$ cat config.mk
export PLATFORM = sky130hd
export DESIGN_NAME = fq_synth_flat
export DESIGN_NICKNAME = d
export VERILOG_FILES = /design/src/rtl/fq_pkg.sv /design/src/rtl/fq_synth_if.sv /design/src/rtl/fq_synth_accum.sv /design/src/rtl/fq_synth.sv /design/src/flat_wrapper.sv
export SDC_FILE = /design/constraint.sdc
export NUM_CORES = 1
export LEC_CHECK = 0
export ABC_AREA = 1
export BUFFER_PORTS_ARGS = -buffer_cell sky130_fd_sc_hd__clkbuf_2
export CORE_MARGIN = 8
export CORE_UTILIZATION = 55
export DETAILED_ROUTE_END_ITERATION = 10
export GPL_TIMING_DRIVEN = 1
export PLACE_DENSITY = 0.77
export SYNTH_ARGS = -nofsm -noshare
export SYNTH_HDL_FRONTEND = slang
export SYNTH_HIERARCHICAL = 1
export SYNTH_SLANG_ARGS = --single-unit
$ cat constraint.sdc
create_clock -name ref_clk -period 4.55 [get_ports ref_clk]
set_input_delay 0.455 -clock ref_clk [delete_from_list [all_inputs] [get_ports ref_clk]]
set_output_delay 0.455 -clock ref_clk [all_outputs]
set_load 0.01 [all_outputs]
$ cat src/rtl/fq_pkg.sv
// Shared constants and types for the frequency synthesiser and its measurer counterpart.
package fq_pkg;

  localparam int FQ_REF_FREQ = 1000000;
  localparam int FQ_WIDTH    = 32;

  typedef logic [FQ_WIDTH-1:0] freq_t;

  typedef enum logic [1:0] {
    IDLE     = 2'd0,
    RUN      = 2'd1,
    STOPPING = 2'd2
  } fq_state_e;

endpackage

$ cat src/rtl/fq_synth_if.sv
// One-deep valid/ready configuration channel carrying a requested frequency in Hz.
interface fq_synth_if
  import fq_pkg::*;
#(
  parameter int WIDTH = FQ_WIDTH
);

  logic [WIDTH-1:0] cfg_freq;
  logic             cfg_valid;
  logic             cfg_ready;

  modport master (output cfg_freq, output cfg_valid, input  cfg_ready);
  modport slave  (input  cfg_freq, input  cfg_valid, output cfg_ready);

endinterface

$ cat src/rtl/fq_synth_accum.sv
// Bresenham accumulator: adds 2*f_cur per step and toggles the wave each time REF_FREQ is crossed.
module fq_accum
  import fq_pkg::*;
#(
  parameter int REF_FREQ = FQ_REF_FREQ,
  parameter int WIDTH    = FQ_WIDTH
) (
  input  logic             ref_clk,
  input  logic             nReset,
  input  logic [WIDTH-1:0] f_cur,
  input  logic             step,
  input  logic             clear,
  output logic             wave,
  output logic             fall
);

  localparam logic [WIDTH+1:0] REF_W = (WIDTH+2)'(REF_FREQ);

  logic [WIDTH+1:0] acc;
  logic [WIDTH+1:0] sum;
  logic             toggle;

  // f_cur never exceeds REF_FREQ/2, so one subtraction always brings sum back in range
  always_comb begin
    sum    = acc + {1'b0, f_cur, 1'b0};
    toggle = step && (sum >= REF_W);
    fall   = toggle && wave;
  end

  always_ff @(posedge ref_clk or negedge nReset) begin
    if (!nReset) begin
      acc  <= '0;
      wave <= 1'b0;
    end else if (clear) begin
      acc  <= '0;
      wave <= 1'b0;
    end else if (step) begin
      acc <= toggle ? (sum - REF_W) : sum;
      if (toggle) wave <= ~wave;
    end
  end

endmodule

$ cat src/rtl/fq_synth.sv
// Programmable square-wave generator; new frequencies take effect only on a falling edge of out_freq.
//   state    | meaning
//   IDLE     | output held low, waiting for enable and a non-zero frequency
//   RUN      | accumulating; pending config loaded at each fall
//   STOPPING | enable dropped while high; finish the high phase then idle
module fq_synth
  import fq_pkg::*;
#(
  parameter int REF_FREQ = FQ_REF_FREQ,
  parameter int WIDTH    = FQ_WIDTH
) (
  input  logic       ref_clk,
  input  logic       nReset,
  input  logic       enable,
  fq_synth_if.slave  cfg,
  output logic       out_freq,
  output logic       active,
  output logic       period_done,
  output logic       clamped
);

  localparam logic [1:0] ST_IDLE     = IDLE;
  localparam logic [1:0] ST_RUN      = RUN;
  localparam logic [1:0] ST_STOPPING = STOPPING;

  localparam logic [WIDTH-1:0] F_MAX = WIDTH'(REF_FREQ / 2);

  logic [1:0]       state;
  logic [WIDTH-1:0] pend;
  logic [WIDTH-1:0] f_cur;
  logic             pend_valid;
  logic             accept;
  logic             step;
  logic             clear;
  logic             fall;

  assign cfg.cfg_ready = ~pend_valid;
  assign accept        = cfg.cfg_valid && ~pend_valid;
  assign active        = (state != ST_IDLE);

  always_comb begin
    step  = 1'b0;
    clear = 1'b0;
    case (state)
      ST_IDLE:     clear = 1'b1;
      // enable low with the output already low stops without another step
      ST_RUN: begin
        step  = enable || out_freq;
        clear = fall && pend_valid;
      end
      ST_STOPPING: step = 1'b1;
      default:     clear = 1'b1;
    endcase
  end

  fq_accum #(
    .REF_FREQ (REF_FREQ),
    .WIDTH    (WIDTH)
  ) u_accum (
    .ref_clk (ref_clk),
    .nReset  (nReset),
    .f_cur   (f_cur),
    .step    (step),
    .clear   (clear),
    .wave    (out_freq),
    .fall    (fall)
  );

  // accept needs an empty slot and a drain needs a full one, so they never collide
  always_ff @(posedge ref_clk or negedge nReset) begin
    if (!nReset) begin
      state       <= ST_IDLE;
      pend        <= '0;
      pend_valid  <= 1'b0;
      f_cur       <= '0;
      clamped     <= 1'b0;
      period_done <= 1'b0;
    end else begin
      period_done <= fall;
      if (accept) begin
        pend       <= (cfg.cfg_freq > F_MAX) ? F_MAX : cfg.cfg_freq;
        pend_valid <= 1'b1;
        clamped    <= (cfg.cfg_freq > F_MAX);
      end
      case (state)
        ST_IDLE: begin
          if (enable && pend_valid) begin
            f_cur      <= pend;
            pend_valid <= 1'b0;
            state      <= (pend != '0) ? ST_RUN : ST_IDLE;
          end else if (enable && (f_cur != '0)) begin
            state <= ST_RUN;
          end
        end
        ST_RUN: begin
          if (fall) begin
            if (pend_valid) begin
              f_cur      <= pend;
              pend_valid <= 1'b0;
              state      <= (pend != '0) ? ST_RUN : ST_IDLE;
            end else if (!enable) begin
              state <= ST_IDLE;
            end
          end else if (!enable) begin
            state <= out_freq ? ST_STOPPING : ST_IDLE;
          end
        end
        ST_STOPPING: begin
          if (fall)        state <= ST_IDLE;
          else if (enable) state <= ST_RUN;
        end
        default: state <= ST_IDLE;
      endcase
    end
  end

endmodule

$ cat src/flat_wrapper.sv
// flat-port wrapper written by rule: the top's interface ports become plain ports
module fq_synth_flat import fq_pkg::*;
#(
  parameter int REF_FREQ = FQ_REF_FREQ,
  parameter int WIDTH    = FQ_WIDTH
)
  (ref_clk, nReset, enable, out_freq, active, period_done, clamped, cfg_cfg_freq, cfg_cfg_valid, cfg_cfg_ready);
  fq_synth_if #(.WIDTH(WIDTH)) cfg_i ();
  input  logic ref_clk;
  input  logic nReset;
  input  logic enable;
  output logic out_freq;
  output logic active;
  output logic period_done;
  output logic clamped;
  input wire logic [$bits(cfg_i.cfg_freq)-1:0] cfg_cfg_freq;
  input wire logic [$bits(cfg_i.cfg_valid)-1:0] cfg_cfg_valid;
  output wire logic [$bits(cfg_i.cfg_ready)-1:0] cfg_cfg_ready;
  assign cfg_i.cfg_freq = cfg_cfg_freq;
  assign cfg_i.cfg_valid = cfg_cfg_valid;
  assign cfg_cfg_ready = cfg_i.cfg_ready;
  fq_synth #(.REF_FREQ(REF_FREQ), .WIDTH(WIDTH)) u_core (.ref_clk(ref_clk), .nReset(nReset), .enable(enable), .cfg(cfg_i), .out_freq(out_freq), .active(active), .period_done(period_done), .clamped(clamped));
endmodule
==> summary.md <==
| Metric | Value |
|---|---|
| Clock Sink Count | `103` |
| Post-DR wirelength/cell | `14.1 um` |
| Mean number of vias per cell | `5.22` |
| Largest clock skew in the final design | `0.00814 ns` |
| I/O pin count | `41` |
| Fin. max-slew vios | `0` |
| CTS clk-pin slew, worst paths | `0.07 ns` |
| Placer congestion estimate | `0.998` |
| Total Nets Final | `1453` |
| Number of flops mapped to enable cells by yosys | `0` |
| Capturing element type of the critical path | `flip-flop` |
| Total of warnings raised by yosys | `6` |
| Crit path largest cell delay | `0.45 ns` |
| Worst endpoint required time | `4.78 ns` |
| Number of cells upsized or downsized after cts | `0` |
| Net count after synthesis | `1416` |
| ANT nets after route | `0` |
| Worst-case vdd ir drop | `484 uV` |
| Area of the multi-input gates | `0.00513 mm2` |
| Cell leakage power | `5.50 nW` |
| End of the worst register-to-register path | `u_core/f_cur[4]$_DFFE_PN0P_` |
| Headroom to the max-slew limit | `0.378` |
| Detailed Route Iter0 Violations | `640` |
| Antenna cell count | `0` |
| Number of global-route vias before repair | `7771` |
| Worst hold path class | `input pin to asynchronous set/reset pin` |
| RR Startpoint | `u_core/f_cur[0]$_DFFE_PN0P_` |
| Aggregate routed wire length | `22500 um` |
| Clock latency of the later-clocked register in the worst-skew pair | `0.35 ns` |
| CTS tree | `built` |
| Post-CTS Hold Buffers | `0` |
| Switching Fraction | `0.501` |
| Top routing layer in use | `met4` |
| Unrepaired setup endpoints after global routing | `false` |
| Die height | `141 um` |
| Number of max-capacitance violations reported | `0` |
| Critical Path Source | `u_core/f_cur[0]$_DFFE_PN0P_` |
| PortBufs | `40` |
| Wire length on met3 | `1480 um` |
| Detailed Routing Iterations Pass 1 | `5` |
| Most common cell after layout, fill and taps aside | `nand2_1` |
| Most frequent cells in the layout | `nand2_1, inv_1, nor2_1, dfrtp_1, nand3_1` |
| Share of cells above drive strength 1 | `0.139` |
| Full die area | `0.0200 mm2` |
| Overall via count from detail_route | `8351` |
| H-tree level count | `3` |
| Net switching power | `2.37 mW` |
| Path type of the worst setup path | `flip-flop to flip-flop` |
| Initial Util | `0.554` |
| Number of antenna violations at the first check in global routing | `0` |
| Area occupied by registers | `0.00258 mm2` |
| Arrival time of the worst setup path | `4.44 ns` |
| Number of fill cells | `1470` |
| Combinational group share of total power | `0.597` |
| Area delta synth->final | `7.84%` |
| Clock period minus final worst setup slack | `4.21 ns` |
| Global-route wire length before repair | `36700 um` |
| Chip Width | `141 um` |
| Share of total power in the clock network | `0.160` |
| Cell at the root of the clock tree | `clkbuf_16` |
| Placeable core area | `0.0156 mm2` |
| Status | `finished clean` |
| Max Buffers Root-to-Sink | `2` |
| Most common cell on crit path | `nand2_1` |
| Final period utilization | `0.924` |
| Share of the yosys chip area belonging to registers | `0.298` |
| Post-synthesis instance total | `1341` |
| Final count of hold timing violations | `0` |
| Inserted Clock Buffers | `9` |
| Dominant register cell in the synthesized netlist | `dfrtp_1` |
| Metal-1 WL | `10400 um` |
| Half-perimeter wire length after detailed placement | `17800 um` |
| Met2 layer wire length in the routed design | `10200 um` |
| Global Route Usage Sum | `0.228` |
| Average footprint of a synthesized cell | `6.45 um2` |
| Minimum hold slack | `0.238 ns` |
| Fmax | `238 MHz` |
| R2r setup slk | `0.34 ns` |
| Post-Syn Area | `0.00865 mm2` |
| Share of synthesized flip-flops with an asynchronous set or reset | `1.00` |
| Kind of start point of the critical path | `flip-flop` |
| CP max stage cell | `buf_4` |
| Synth cell types | `42` |
| Std-Cell Rows | `46` |
| Final TNS setup | `0 ns` |
| Worst slew pin tran | `0.933 ns` |
| Share of power burned in registers | `0.243` |
| Post-detailed-route DRC marker count | `0` |
| Pwr Total | `4.73 mW` |
| Maximum fanout count along the critical path | `49` |
| Pin count of the biggest net entering global routing | `75` |
| Total setup violations reported at the end of the flow | `0` |
| Register bit count reported by yosys | `103` |
| R2R cell count | `27` |
| Ratio of total power to cell area | `507 mW/mm2` |
| Post-CTS setup buffers | `0` |
| Internal power consumption | `2.36 mW` |
| Total overflow reported by the global router | `0` |
[cell type report]
class	instances	share of cell area
flip-flops and latches	103	0.276
multi-input cells	1008	0.550
clock buffers	9	0.0241
well taps	216	0.0290
repair buffers	49	0.0303
clock inverters	7	0.00671
inverters	207	0.0833
[logic make-up (layout without fill, tap and decap cells)]
family                     Yosys count  count (layout)  synth area share
and+or+nand+nor                    864             864             0.443
buffers and inverters              230             272             0.109
DFF                                103             103             0.298
AOI/OAI and AO/OA                   67              67            0.0424
adders and majority gates           39              39            0.0573
xor gates and xnor gates            21              21            0.0213
muxes                               17              17            0.0284
[per-stage QoR]
stage,std cells,utilization,setup slack [ns],cell area [um2]
final,1599,0.598,0.344,9330
after CTS,1599,0.598,0.379,9330
after global placement,1583,0.579,0.573,9040
after global routing,1599,0.598,0.0386,9330
after floorplan,1341,-,0.833,8650
after detailed placement,1583,0.579,0.413,9040
[critical path, delay by kind of cell (launching register included)]
kind,cells,cell delay (ns)
AND/OR/NAND/NOR,18,1.72
adder cells (fa/ha/maj),3,0.87
buffers and inverters,4,0.69
flip-flops,1,0.39
multiplexers,1,0.35
AO/OA/AOI/OAI,1,0.07
[power by group through the flow]
stage | clock network (mW) | logic, mW | registers [mW]
after floorplan | 0 | 2.26 | 1.12
after global placement | 0 | 2.72 | 1.15
after detailed placement | 0 | 2.76 | 1.16
after CTS | 0.769 | 2.79 | 1.14
after global routing | 0.805 | 3.13 | 1.16
final | 0.756 | 2.82 | 1.15
[sequential cells by signal, indices dropped and copies added (netlist names)]
name and flops:
u_core/f_cur 32, u_core/period_done 1, u_core/u_accum/wave 1, u_core/clamped 1, u_core/state 2, u_core/pend_valid 1
u_core/u_accum/acc 33, u_core/pend 32
[synthesized netlist by cell type (2+ instances only)]
| cell | instances | area share |
|---|---|---|
| xnor2_1 | 3 | 0.0030 |
| xor2_1 | 18 | 0.018 |
| a21oi_2 | 3 | 0.0030 |
| nand3b_1 | 5 | 0.0043 |
| a21oi_1 | 21 | 0.012 |
| nor2_1 | 136 | 0.059 |
| mux2i_1 | 2 | 0.0023 |
| clkbuf_1 | 9 | 0.0039 |
| ha_1 | 38 | 0.055 |
| nor4_1 | 2 | 0.0014 |
| inv_2 | 15 | 0.0065 |
| o21bai_1 | 2 | 0.0017 |
| nand4_1 | 14 | 0.010 |
| buf_6 | 5 | 0.0065 |
| buf_2 | 6 | 0.0035 |
| nor3_1 | 9 | 0.0052 |
| buf_12 | 2 | 0.0046 |
| a21boi_0 | 2 | 0.0017 |
| nor3_2 | 6 | 0.0069 |
| o21ai_0 | 35 | 0.020 |
| nand2_2 | 46 | 0.033 |
| inv_1 | 192 | 0.083 |
| nor2_4 | 8 | 0.010 |
| nand2_1 | 511 | 0.22 |
| dfrtp_1 | 103 | 0.30 |
| mux2_4 | 15 | 0.026 |
| nand3_1 | 94 | 0.054 |
| nand3_2 | 17 | 0.020 |
| nor2_2 | 9 | 0.0065 |
[worst max-delay path by stage]
| stage | to | slack (ns) |
|---|---|---|
| after floorplan | u_core/u_accum/acc[4]$_DFFE_PN0N_ | 0.83 |
| after global placement | u_core/f_cur[2]$_DFFE_PN0P_ | 0.57 |
| after detailed placement | u_core/f_cur[4]$_DFFE_PN0P_ | 0.41 |
| after CTS | u_core/f_cur[12]$_DFFE_PN0P_ | 0.38 |
| after global routing | u_core/f_cur[4]$_DFFE_PN0P_ | 0.04 |
| final | u_core/f_cur[4]$_DFFE_PN0P_ | 0.34 |
[per-layer routing]
metal / global-route usage / up-vias
met5: 0 / -
met3: 0.0292 / 34
met1: 0.308 / 3815
met4: 0.0712 / 0
li1: - / 4215
met2: 0.373 / 287
Note: power is estimated with default switching activity, not from simulation.
